$ cat config.mk
export PLATFORM = sky130hd
export DESIGN_NAME = dcom_data_buffer_writer
export DESIGN_NICKNAME = d
export VERILOG_FILES = /design/src/rtl/dcom_writer_pkg.sv /design/src/rtl/dcom_data_buffer_writer.sv
export SDC_FILE = /design/constraint.sdc
export NUM_CORES = 1
export LEC_CHECK = 0
export ABC_AREA = 1
export CORE_MARGIN = 8
export CORE_UTILIZATION = 41
export DETAILED_ROUTE_END_ITERATION = 10
export GPL_TIMING_DRIVEN = 0
export PLACE_DENSITY = 0.87
export SLEW_MARGIN = 20
export SYNTH_ARGS = -nofsm -noshare
export SYNTH_HDL_FRONTEND = slang
export SYNTH_SLANG_ARGS = --single-unit
$ cat constraint.sdc
create_clock -name clock_sink_clk -period 2.2 [get_ports clock_sink_clk]
set_clock_uncertainty 0.2 [all_clocks]
set_input_delay 0.44 -clock clock_sink_clk [delete_from_list [all_inputs] [get_ports clock_sink_clk]]
set_output_delay 0.44 -clock clock_sink_clk [all_outputs]
set_load 0.02 [all_outputs]
$ cat src/rtl/dcom_writer_pkg.sv
// rtl/dcom_writer_pkg.sv - shared types, constants and helpers for the DCOM data buffer writer
package dcom_writer_pkg;

    typedef enum logic [1:0] {
        S_IDLE,
        S_LOAD,
        S_WRITE,
        S_DONE
    } state_t;

    localparam logic [7:0] C_BE_FULL    = 8'hFF;
    localparam int         C_DATA_WIDTH = 64;

    // Byte lanes valid on the final word given len % 8; a zero remainder means a full word.
    function automatic logic [7:0] f_last_be(input logic [2:0] rem);
        return (rem == 3'd0) ? C_BE_FULL : ((8'h01 << rem) - 8'h01);
    endfunction

endpackage

$ cat src/rtl/dcom_data_buffer_writer.sv
// rtl/dcom_data_buffer_writer.sv - Avalon-MM write master filling the DCOM data buffer from a stream
module dcom_data_buffer_writer
    import dcom_writer_pkg::*;
#(
    parameter int ADDR_WIDTH = 12,
    parameter int LEN_WIDTH  = 16
) (
    input  logic                    clock_sink_clk,
    input  logic                    reset_sink_reset,
    input  logic                    cmd_valid,
    output logic                    cmd_ready,
    input  logic [ADDR_WIDTH-1:0]   cmd_start_addr,
    input  logic [LEN_WIDTH-1:0]    cmd_length_bytes,
    input  logic                    cmd_abort,
    input  logic                    stream_valid,
    output logic                    stream_ready,
    input  logic [C_DATA_WIDTH-1:0] stream_data,
    output logic [ADDR_WIDTH-1:0]   avm_data_buffer_address,
    output logic                    avm_data_buffer_write,
    output logic [C_DATA_WIDTH-1:0] avm_data_buffer_writedata,
    output logic [7:0]              avm_data_buffer_byteenable,
    input  logic                    avm_data_buffer_waitrequest,
    output logic                    status_busy,
    output logic                    status_done,
    output logic                    status_aborted,
    output logic [LEN_WIDTH-3:0]    status_words,
    output logic                    irq_done,
    input  logic                    irq_clear
);

    localparam int WW = LEN_WIDTH - 2;

    state_t                    state_q, state_d;
    logic [ADDR_WIDTH-1:0]     addr_q, addr_d;
    logic [C_DATA_WIDTH-1:0]   data_q, data_d;
    logic [7:0]                be_q, be_d;
    logic [7:0]                last_be_q, last_be_d;
    logic [WW-1:0]             total_q, total_d;
    logic [WW-1:0]             words_q, words_d;
    logic                      abort_pend_q, abort_pend_d;
    logic                      aborted_q, aborted_d;
    logic                      write_q, busy_q, done_q, irq_q;

    logic [LEN_WIDTH:0]        len_plus;
    logic [WW-1:0]             words_inc;

    assign len_plus  = {1'b0, cmd_length_bytes} + (LEN_WIDTH+1)'(7);
    assign words_inc = words_q + 1'b1;

    assign cmd_ready    = (state_q == S_IDLE) && !reset_sink_reset;
    assign stream_ready = (state_q == S_LOAD) && !cmd_abort;

    always_comb begin
        state_d      = state_q;
        addr_d       = addr_q;
        data_d       = data_q;
        be_d         = be_q;
        last_be_d    = last_be_q;
        total_d      = total_q;
        words_d      = words_q;
        abort_pend_d = abort_pend_q;
        aborted_d    = aborted_q;
        case (state_q)
            S_IDLE: begin
                if (cmd_valid) begin
                    addr_d       = cmd_start_addr;
                    total_d      = len_plus[LEN_WIDTH:3];
                    last_be_d    = f_last_be(cmd_length_bytes[2:0]);
                    words_d      = '0;
                    aborted_d    = 1'b0;
                    abort_pend_d = 1'b0;
                    state_d      = (cmd_length_bytes == '0) ? S_DONE : S_LOAD;
                end
            end
            S_LOAD: begin
                if (cmd_abort) begin
                    aborted_d = 1'b1;
                    state_d   = S_DONE;
                end else if (stream_valid) begin
                    data_d  = stream_data;
                    be_d    = (words_inc == total_q) ? last_be_q : C_BE_FULL;
                    state_d = S_WRITE;
                end
            end
            S_WRITE: begin
                // An abort here only takes effect once the in-flight write is accepted.
                if (cmd_abort) begin
                    abort_pend_d = 1'b1;
                end
                if (!avm_data_buffer_waitrequest) begin
                    words_d = words_inc;
                    addr_d  = addr_q + 1'b1;
                    if (words_inc == total_q || abort_pend_q || cmd_abort) begin
                        aborted_d = abort_pend_q || cmd_abort;
                        state_d   = S_DONE;
                    end else begin
                        state_d = S_LOAD;
                    end
                end
            end
            S_DONE: begin
                state_d = S_IDLE;
            end
            default: begin
                state_d = S_IDLE;
            end
        endcase
    end

    always_ff @(posedge clock_sink_clk) begin
        if (reset_sink_reset) begin
            state_q      <= S_IDLE;
            addr_q       <= '0;
            data_q       <= '0;
            be_q         <= '0;
            last_be_q    <= '0;
            total_q      <= '0;
            words_q      <= '0;
            abort_pend_q <= 1'b0;
            aborted_q    <= 1'b0;
            write_q      <= 1'b0;
            busy_q       <= 1'b0;
            done_q       <= 1'b0;
            irq_q        <= 1'b0;
        end else begin
            state_q      <= state_d;
            addr_q       <= addr_d;
            data_q       <= data_d;
            be_q         <= be_d;
            last_be_q    <= last_be_d;
            total_q      <= total_d;
            words_q      <= words_d;
            abort_pend_q <= abort_pend_d;
            aborted_q    <= aborted_d;
            write_q      <= (state_d == S_WRITE);
            busy_q       <= (state_d != S_IDLE);
            done_q       <= (state_d == S_DONE);
            // Set from DONE takes priority over a coincident clear.
            if (state_q == S_DONE) begin
                irq_q <= 1'b1;
            end else if (irq_clear) begin
                irq_q <= 1'b0;
            end
        end
    end

    assign avm_data_buffer_address    = addr_q;
    assign avm_data_buffer_write      = write_q;
    assign avm_data_buffer_writedata  = data_q;
    assign avm_data_buffer_byteenable = be_q;
    assign status_busy                = busy_q;
    assign status_done                = done_q;
    assign status_aborted             = aborted_q;
    assign status_words               = words_q;
    assign irq_done                   = irq_q;

endmodule
==> results.md, run 1 <==
* Status: finished, violations left
* Violations in the final reports: setup timing
* Fin nets at 1178
* CTS Root Cell: clkbuf_16
* CP required at 2270 ps
* DR vias/cell at 5.22
* Drt drc at 0
* Worst VDD drop at 0.528 mV
* Leak pwr at 3.90 nW
* Total CTS buffers at 17
* Asr flop ratio synth at 0%
* Total GRT Usage at 21.7%
* Top-count cell post-synth: nor2_1
* WS Path Type: register to register
* Syn-to-layout area delta at 57.1%
* Worst-Margin Slew at 681 ps
* FP Rows at 43
* Slowest-stage cell, CP: dfxtp_4
* RSZ-0062 raised after global routing: yes
* CP endpoint kind: register
* Leading area contributor after synthesis: dfxtp_1
* TNS Setup at -1320 ps
* Top post-synthesis cells by area: dfxtp_1, nor2_1, o21ai_0, nand2_1, inv_1
* Router iterations before antenna repair at 5
* Antenna violations before repair at 4
* Post-synth EDFFs at 0
* Fmax at 425 MHz
* Largest net degree at the start of global routing at 17
* Startpoint Class: register
* PwrDens at 705 nW/um^2
* Layout cells sized above 1 at 14.2%
* HP Class: register to register
* Crit path max fanout at 4
* Final wirelength at 20.9 mm
* Worst skew pair latency at 420 ps
* Crit-path leading delay family: simple AND/OR/NAND/NOR gates
* Top Ports at 204
* Worst slew margin at 54.6%
* Yosys reg bits at 128
* Routed Antenna Nets at 0
* Core Box Area at 13900 sq um
* First-pass GRT wire length at 31.6 mm
* Pins Over Slew Limit at 0
* Most frequent cells after synthesis: nor2_1, dfxtp_1, nand2_1
* YS warnings at 0
* Die area at 18400 sq um
* Fin crit share at 107%
* DP Wirelength at 15.1 mm
* Number of global-route vias before repair at 6140
* Ys flop type: dfxtp_1
* CP max stage delay at 360 ps
* # clock sinks at 128
* Yosys top cell area share at 43.6%
* Netlist cell types at 40
* Die width at 136 um
* Fillers at 1157
* Total grt overflow at 0
* Endpoints failing hold at 0
* Post-route minimum period at 2350 ps
* H-tree Lvls at 4
* Core Util, Final at 66.2%
* Cells after synthesis at 827
* CTS tree: yes
* Initial Utilization at 42.1%
* Die Y-Extent at 136 um
* Storage element area at 2580 sq um
* Cell mode on critical path: nand2_1
* Starting DRC count in detailed routing at 441
* Hold buffers post-CTS at 0
* Via count at 6611
* Final Setup Violations at 13
* Syn Nets at 932
* WP buf/inv at 2
* CP cell instances: ha_4, nand2_4, buf_4, nand2_1, nand2_1, nand2_1, nor2_1, nand3_1, nor2_1, nand2_1, nor2_4, nand2_4, buf_4, nand3_2, nand2_1, a21oi_1, nor3_1
* Area of the multi-input gates at 3070 sq um
* Routed len/inst at 16.5 um
* CTS Buffer Depth at 2
* Mapped cell area at 5870 sq um
* Syn avg cell area at 7.10 sq um
* Max-cap viol count at 0
* CP arrival at 2420 ps
* IO buf count at 203
* RePlAce Congestion at 0.924
* Sequential fraction of the synthesis area at 43.6%
* Worst-path clk slew at 50 ps
* Worst Slack Setup Final at -150 ps
-- power breakdown --
| part | total (mW) | leakage [nW] | internal [mW] | switching [mW] |
|---|---|---|---|---|
| logic | 1.20 | 2.57 | 0.561 | 0.643 |
| clock network | 2.72 | 0.271 | 1.68 | 1.04 |
| registers | 2.58 | 1.05 | 2.47 | 0.109 |
| total | 6.50 | 3.90 | 4.71 | 1.79 |
-- metal layers --
layer  global-route usage [%]  part of all wire (%)  vias to the layer above
met5                        0                  0.15                        -
met4                     10.2                   2.4                        4
met3                     5.86                   7.8                       40
met2                     35.6                    49                      289
met1                     25.8                    41                     3045
li1                         -                     -                     3233
-- worst register-to-register path: cells and delay by family (launching register included) --
family                     cells  cell delay (ps)
adders and majority gates      1              180
buffers and inverters          2              270
and+or+nand+nor               13             1070
DFF                            1              360
AOI/OAI and AO/OA              1              130
-- placed cells by master (no fill, tap or decap), types with 6 or more instances in the layout --
master / Yosys / layout
a21oi_1: 48 / 46
buf_4: 0 / 24
clkbuf_1: 36 / 17
clkbuf_16: 0 / 18
clkbuf_2: 0 / 12
clkdlybuf4s50_1: 0 / 194
dfxtp_1: 128 / 117
dfxtp_2: 0 / 9
inv_1: 79 / 78
nand2_1: 113 / 105
nand2_2: 10 / 14
nand3_1: 42 / 39
nand3b_1: 6 / 6
nand4_1: 11 / 11
nor2_1: 168 / 163
nor2_2: 6 / 7
nor2_4: 8 / 12
o211ai_1: 8 / 8
o21a_1: 6 / 6
o21ai_0: 97 / 96
-- cell families (layout without fill, tap and decap cells) --
family,count (synthesis),in the layout,synth area share (%)
AO/OA/AOI/OAI,188,188,18.1
other,0,2,0
XOR/XNOR,7,7,1.04
adder cells (fa/ha/maj),6,6,1.28
buffers and inverters,123,381,7.88
flip-flops,128,128,43.6
AND/OR/NAND/NOR,375,375,28.1
-- flip-flops by register name, indices dropped and copies added, names as in the netlist --
| signal | count |
|---|---|
| last_be_q | 8 |
| avm_data_buffer_write | 1 |
| avm_data_buffer_writedata | 64 |
| avm_data_buffer_byteenable | 8 |
| status_aborted | 1 |
| state_q | 2 |
| avm_data_buffer_address | 12 |
| irq_done | 1 |
| abort_pend_q | 1 |
| status_busy | 1 |
| status_words | 14 |
| total_q | 14 |
| status_done | 1 |
-- through the flow --
step	hold WS, ps	power [mW]	instances	cell area [sq um]	setup WS, ps
2_1_floorplan	230	3.16	827	5880	60.5
3_3_place_gp	248	3.70	1210	8140	-1140
3_5_place_dp	254	3.73	1210	8140	-1150
4_1_cts	263	6.48	1254	8940	-49.1
5_1_grt	295	6.75	1267	9230	-313
6_report	258	6.50	1267	9230	-150
-- final timing paths --
path | start | endpoint | slack, ps | cells past startpoint
worst max-delay path | status_words[0]$_SDFFE_PP0P_ | status_aborted$_SDFFE_PP0P_ | -150 | 17
worst min register to register | last_be_q[0]$_SDFFE_PP0P_ | last_be_q[0]$_SDFFE_PP0P_ | 260 | 2
worst max register to register | status_words[0]$_SDFFE_PP0P_ | status_aborted$_SDFFE_PP0P_ | -150 | 17
worst min-delay path | last_be_q[0]$_SDFFE_PP0P_ | last_be_q[0]$_SDFFE_PP0P_ | 260 | 2
-- timing repair --
item | 4_1_cts | 5_1_grt
resized for setup | 59 | 66
setup buffers | 13 | 12
endpoints found under the setup margin | 109 | 105
pin swaps | 18 | 23
-- cell type report --
class                   instances  area share, %
inverters                      84           3.46
clock inverters                11           1.26
repair buffers                228           24.4
plain buffers                  38           2.36
clock buffers                  20           4.84
well taps                     180           2.44
diodes                          2         0.0543
flip-flops and latches        128           28.0
multi-input cells             576           33.2
No activity file was read; power rests on OpenSTA's default activity.
==> inputs of run 2 (changes only) <==
- PLACE_DENSITY: 0.87 -> 0.84
==> results.md, run 2 (synthesis gave the netlist of run 1 again) <==
* Max-cap viol count at 0 (unchanged)
* DR vias/cell at 5.17 (was 5.22)
* CTS Buffer Depth at 2 (unchanged)
* Die Y-Extent at 136 um (unchanged)
* Diodes inserted at 0 (was 2)
* Worst VDD drop at 0.609 mV (was 0.528 mV)
* Largest net degree at the start of global routing at 17 (unchanged)
* WS Path Type: register to register (unchanged)
* Violations in the final reports: setup timing (unchanged)
* CP cell instances: ha_4, nand2_4, nor2_4, nand2_2, buf_4, nand2_1, nand2_1, nand3_1, nor2_4, nand2_2, nor2_4, nand2_4, buf_4, buf_4, o221ai_2, inv_1 (was ha_4, nand2_4, buf_4, nand2_1, nand2_1, nand2_1, nor2_1, nand3_1, nor2_1, nand2_1, nor2_4, nand2_4, buf_4, nand3_2, nand2_1, a21oi_1, nor3_1)
* Final wirelength at 21.5 mm (was 20.9 mm)
* Most frequent cells in the layout: clkdlybuf4s50_1, nor2_1, dfxtp_1, nand2_1, o21ai_0 (unchanged)
* Startpoint Class: register (unchanged)
* Fin nets at 1177 (was 1178)
* Most common cell after layout, fill and taps aside: clkdlybuf4s50_1 (unchanged)
* Total power at 6.88 mW (was 6.50 mW)
* Pins Over Slew Limit at 0 (unchanged)
* CP endpoint kind: register (unchanged)
* Antenna violations before repair at 0 (was 4)
* RePlAce Congestion at 0.887 (was 0.924)
* IO buf count at 203 (unchanged)
* Area of the multi-input gates at 3120 sq um (was 3070 sq um)
* Top Ports at 204 (unchanged)
* First-pass GRT wire length at 31.9 mm (was 31.6 mm)
* Final Setup Violations at 10 (was 13)
* Fmax at 435 MHz (was 425 MHz)
* FP Rows at 43 (unchanged)
* Worst-path clk slew at 60 ps (was 50 ps)
* Worst Slack Setup Final at -98.1 ps (was -150 ps)
* Post-route minimum period at 2300 ps (was 2350 ps)
* Starting DRC count in detailed routing at 564 (was 441)
* Slowest-stage cell, CP: dfxtp_4 (unchanged)
* Router iterations before antenna repair at 6 (was 5)
* Total CTS buffers at 17 (unchanged)
* Worst skew pair latency at 420 ps (about the same)
* Drt drc at 0 (unchanged)
* DP Wirelength at 14.9 mm (was 15.1 mm)
* Number of global-route vias before repair at 6094 (was 6140)
* Worst slew margin at 52.2% (was 54.6%)
* CP required at 2320 ps (was 2270 ps)
* Endpoints failing hold at 0 (unchanged)
* Total GRT Usage at 22.1% (was 21.7%)
* Storage element area at 2590 sq um (was 2580 sq um)
* Layout cells sized above 1 at 15.9% (was 14.2%)
* Core Box Area at 13900 sq um (unchanged)
* Routed len/inst at 17.0 um (was 16.5 um)
* HP Class: input pin to register (was register to register)
* # clock sinks at 128 (unchanged)
* RSZ-0062 raised after global routing: yes (unchanged)
* Initial Utilization at 42.1% (unchanged)
* Syn-to-layout area delta at 58.3% (was 57.1%)
* Total grt overflow at 0 (unchanged)
* CTS tree: yes (unchanged)
* Routed Antenna Nets at 0 (unchanged)
* PwrDens at 740 nW/um^2 (was 705 nW/um^2)
* H-tree Lvls at 4 (unchanged)
* Crit path max fanout at 5 (was 4)
* Die area at 18400 sq um (unchanged)
* CP arrival at 2410 ps (was 2420 ps)
* Status: finished, violations left (unchanged)
* Worst-Margin Slew at 717 ps (was 681 ps)
* Fin crit share at 104% (was 107%)
* CP max stage delay at 360 ps (about the same)
* Via count at 6546 (was 6611)
* Hold WS at 158 ps (was 258 ps)
* Leak pwr at 3.93 nW (was 3.90 nW)
* Die width at 136 um (unchanged)
* Fillers at 1138 (was 1157)
* CTS Root Cell: clkbuf_16 (unchanged)
* Max FFs per register at 64 (unchanged)
==> run 2: per-stage QoR <==
stage          cells  util (%)  cell area (sq um)  setup TNS [ps]  setup slack [ps]
3_3_place_gp    1210      58.4               8140          -61510             -1120
5_1_grt         1265      66.7               9300           -2160              -228
2_1_floorplan    827         -               5880               0              60.5
3_5_place_dp    1210      58.4               8140          -67770             -1130
4_1_cts         1254      64.5               8990            -624             -94.4
6_report        1265      66.7               9300            -516             -98.1
==> run 2: worst paths after layout <==
| path | start | endpoint | slack [ps] | cells after the start |
|---|---|---|---|---|
| max | status_words[0]$_SDFFE_PP0P_ | avm_data_buffer_byteenable[0]$_SDFFE_PP0P_ | -100 | 16 |
| min | cmd_length_bytes[2] | last_be_q[2]$_SDFFE_PP0P_ | 160 | 3 |
| min reg2reg | last_be_q[3]$_SDFFE_PP0P_ | last_be_q[3]$_SDFFE_PP0P_ | 270 | 2 |
| max reg2reg | status_words[0]$_SDFFE_PP0P_ | avm_data_buffer_byteenable[0]$_SDFFE_PP0P_ | -100 | 16 |
==> run 2: area by class of cell <==
class	instances	share of cell area, %
clock buffers	19	4.87
clock inverters	13	2.00
repair buffers	226	23.7
inverters	84	3.43
multi-input cells	577	33.5
well taps	180	2.42
plain buffers	38	2.18
flip-flops and latches	128	27.9
==> run 2: worst max-delay path, delay by kind of cell (launching register included) <==
family | cells | cell delay (ps)
AOI/OAI and AO/OA | 1 | 120
buffers and inverters | 4 | 430
DFF | 1 | 360
adders and majority gates | 1 | 170
and+or+nand+nor | 10 | 900
==> run 2: layer usage <==
metal / share of wire, % / track usage [%] / wire length (um)
met1: 40 / 26.3 / 8620
met2: 49 / 36.7 / 10600
met3: 7.7 / 6.08 / 1660
met4: 3.2 / 8.95 / 679
met5: 0 / 0 / 0
==> run 2: where the power goes <==
part,internal (mW),switching [mW],leakage [nW]
Sequential,2.47,0.107,1.05
Combinational,0.572,0.670,2.56
Clock,1.96,1.11,0.313
==> run 2: repair_timing <==
item | in CTS | in global routing
resized for setup | 54 | 90
gates cloned | 1 | 0
endpoints found under the setup margin | 114 | 113
hold buffers | 0 | 0
pin swaps | 13 | 30
setup buffers | 11 | 12
==> inputs of run 3 (changes only) <==
- clock period: 2.2 -> 2 ns (I/O delays scaled with it)
==> results.md, run 3 (synthesis gave the netlist of run 1 again) <==
* Slowest-stage cell, CP: dfxtp_4 (unchanged)
* Crit path max fanout at 7 (was 5)
* HP Class: input pin to register (unchanged)
* Area of the multi-input gates at 3330 sq um (was 3120 sq um)
* Worst VDD drop at 0.582 mV (was 0.609 mV)
* Most common cell after layout, fill and taps aside: nor2_1 (was clkdlybuf4s50_1)
* Worst skew pair latency at 420 ps (about the same)
* Total grt overflow at 0 (unchanged)
* Antenna violations before repair at 0 (unchanged)
* Die Y-Extent at 136 um (unchanged)
* Drt drc at 0 (unchanged)
* CP endpoint kind: register (unchanged)
* Routed len/inst at 17.8 um (was 17.0 um)
* Leak pwr at 4.88 nW (was 3.93 nW)
* Startpoint Class: register (unchanged)
* Max-cap viol count at 0 (unchanged)
* Initial Utilization at 42.1% (unchanged)
* Reg2reg start: status_words[0]$_SDFFE_PP0P_ (unchanged)
* Cell area after layout at 9810 sq um (was 9300 sq um)
* Fillers at 1031 (was 1138)
* Placement Cell Area at 8190 sq um (was 8140 sq um)
* CP required at 2070 ps (was 2320 ps)
* Routed Antenna Nets at 0 (unchanged)
* Diodes inserted at 0 (unchanged)
* Hold depth at 3 (unchanged)
* Hold buffers post-CTS at 0 (unchanged)
* Critical path endpoint: status_aborted$_SDFFE_PP0P_ (was avm_data_buffer_byteenable[0]$_SDFFE_PP0P_)
* Endpoints failing hold at 0 (unchanged)
* PwrDens at 757 nW/um^2 (was 740 nW/um^2)
* Cell depth of the worst setup path at 16 (unchanged)
* Worst-Margin Slew at 773 ps (was 717 ps)
* Worst-path clk slew at 60 ps (about the same)
* Storage element area at 2590 sq um (unchanged)
* Core Box Area at 13900 sq um (unchanged)
* Syn-to-layout area delta at 67.0% (was 58.3%)
* WS Path Type: register to register (unchanged)
* Total CTS buffers at 17 (unchanged)
* Router iterations before antenna repair at 5 (was 6)
* Fin crit share at 123% (was 104%)
* Post-route minimum period at 2450 ps (was 2300 ps)
* Violations in the final reports: setup timing (unchanged)
* Starting DRC count in detailed routing at 591 (was 564)
* Number of global-route vias before repair at 6179 (was 6094)
* Most frequent cells in the layout: nor2_1, clkdlybuf4s50_1, dfxtp_1, nand2_1, o21ai_0 (was clkdlybuf4s50_1, nor2_1, dfxtp_1, nand2_1, o21ai_0)
* Pins Over Slew Limit at 0 (unchanged)
* Fin nets at 1195 (was 1177)
* R2R Path End: status_aborted$_SDFFE_PP0P_ (was avm_data_buffer_byteenable[0]$_SDFFE_PP0P_)
* FF-to-FF path depth at 16 (unchanged)
* H-tree Lvls at 4 (unchanged)
* DP Wirelength at 15.0 mm (was 14.9 mm)
* Status: finished, violations left (unchanged)
* Cell total after placement at 1210 (unchanged)
* CP arrival at 2520 ps (was 2410 ps)
* Worst Slack Setup Final at -455 ps (was -98.1 ps)
* First-pass GRT wire length at 31.6 mm (was 31.9 mm)
* Total GRT Usage at 21.7% (was 22.1%)
* IO buf count at 203 (unchanged)
* Crit-path leading delay family: simple AND/OR/NAND/NOR gates (unchanged)
* CP max stage delay at 360 ps (about the same)
* RSZ-0062 raised after global routing: yes (unchanged)
* Final wirelength at 22.8 mm (was 21.5 mm)
* Die area at 18400 sq um (unchanged)
* Die width at 136 um (unchanged)
* R2R Setup Slk at -450 ps (was -100 ps)
* Worst slew margin at 48.5% (was 52.2%)
* Max FFs per register at 64 (unchanged)
* Fmax at 407 MHz (was 435 MHz)
* Layout cells sized above 1 at 21.3% (was 15.9%)
* Non-Filler Instances at 1283 (was 1265)
* Top Ports at 204 (unchanged)
* WP buf/inv at 2 (was 4)
* Final Setup Violations at 40 (was 10)
* CP cell instances: ha_4, buf_4, nand3_2, nor2_4, nand2_2, nand3_1, nand3_1, nor2_4, nand2_2, nor2_4, nand2_4, buf_4, nand3_2, nand2_2, a21oi_2, nor3_1 (was ha_4, nand2_4, nor2_4, nand2_2, buf_4, nand2_1, nand2_1, nand3_1, nor2_4, nand2_2, nor2_4, nand2_4, buf_4, buf_4, o221ai_2, inv_1)
* CP Launch Point: status_words[0]$_SDFFE_PP0P_ (unchanged)
* RePlAce Congestion at 0.918 (was 0.887)
* DR vias/cell at 5.29 (was 5.17)
* CTS Root Cell: clkbuf_16 (unchanged)
* Largest net degree at the start of global routing at 17 (unchanged)
* CTS Buffer Depth at 2 (unchanged)
* Via count at 6783 (was 6546)
* CTS tree: yes (unchanged)
* # clock sinks at 128 (unchanged)
* FP Rows at 43 (unchanged)
[run 3: worst min-delay path, delay by kind of cell]
family / cells / cell delay, ps
buf+inv: 2 / 300
compound gates: 1 / 90
[run 3: power by group]
group	internal (mW)	switching, mW
combinational	0.687	0.819
sequential	2.72	0.121
clock	1.92	1.16
total	5.32	2.10
[run 3: area by class of cell]
type                    count  share of cell area, %
well taps                 180                   2.30
clock inverters            11                   1.15
clock buffers              21                   4.80
repair buffers            244                   25.2
plain buffers              39                   2.69
multi-input cells         576                   33.9
flip-flops and latches    128                   26.4
inverters                  84                   3.51
[run 3: worst min-delay path by stage]
stage	from	end	slack, ps
finish	cmd_length_bytes[2]	last_be_q[1]$_SDFFE_PP0P_	220
CTS	cmd_length_bytes[0]	last_be_q[1]$_SDFFE_PP0P_	200
global route	cmd_length_bytes[0]	last_be_q[1]$_SDFFE_PP0P_	210
global placement	last_be_q[0]$_SDFFE_PP0P_	last_be_q[0]$_SDFFE_PP0P_	250
detailed placement	last_be_q[1]$_SDFFE_PP0P_	avm_data_buffer_byteenable[1]$_SDFFE_PP0P_	260
floorplan	last_be_q[1]$_SDFFE_PP0P_	avm_data_buffer_byteenable[1]$_SDFFE_PP0P_	230
[run 3: stage by stage]
stage	setup slack (ps)	hold WS [ps]	utilization, %	setup TNS [ps]	total power [mW]
2_1_floorplan	-35.1	231	-	-94.4	3.48
6_report	-455	220	70.4	-6780	7.42
5_1_grt	-548	213	70.4	-9570	7.67
3_3_place_gp	-1220	246	58.8	-65010	4.08
4_1_cts	-264	204	64.8	-2490	7.17
3_5_place_dp	-1210	261	58.8	-67040	4.10
[run 3: repair_timing]
action	4_1_cts	5_1_grt
gates cloned	0	3
setup endpoints to repair	165	163
pin swaps	17	37
resized for setup	124	184
setup buffers	15	23
[run 3: routing by layer]
metal	global-route usage, %	vias up	wire length, um
met5	0	-	0
met4	9.87	0	573
met3	6.23	54	1820
met2	35.0	323	11400
met1	26.3	3152	9020
li1	-	3254	-
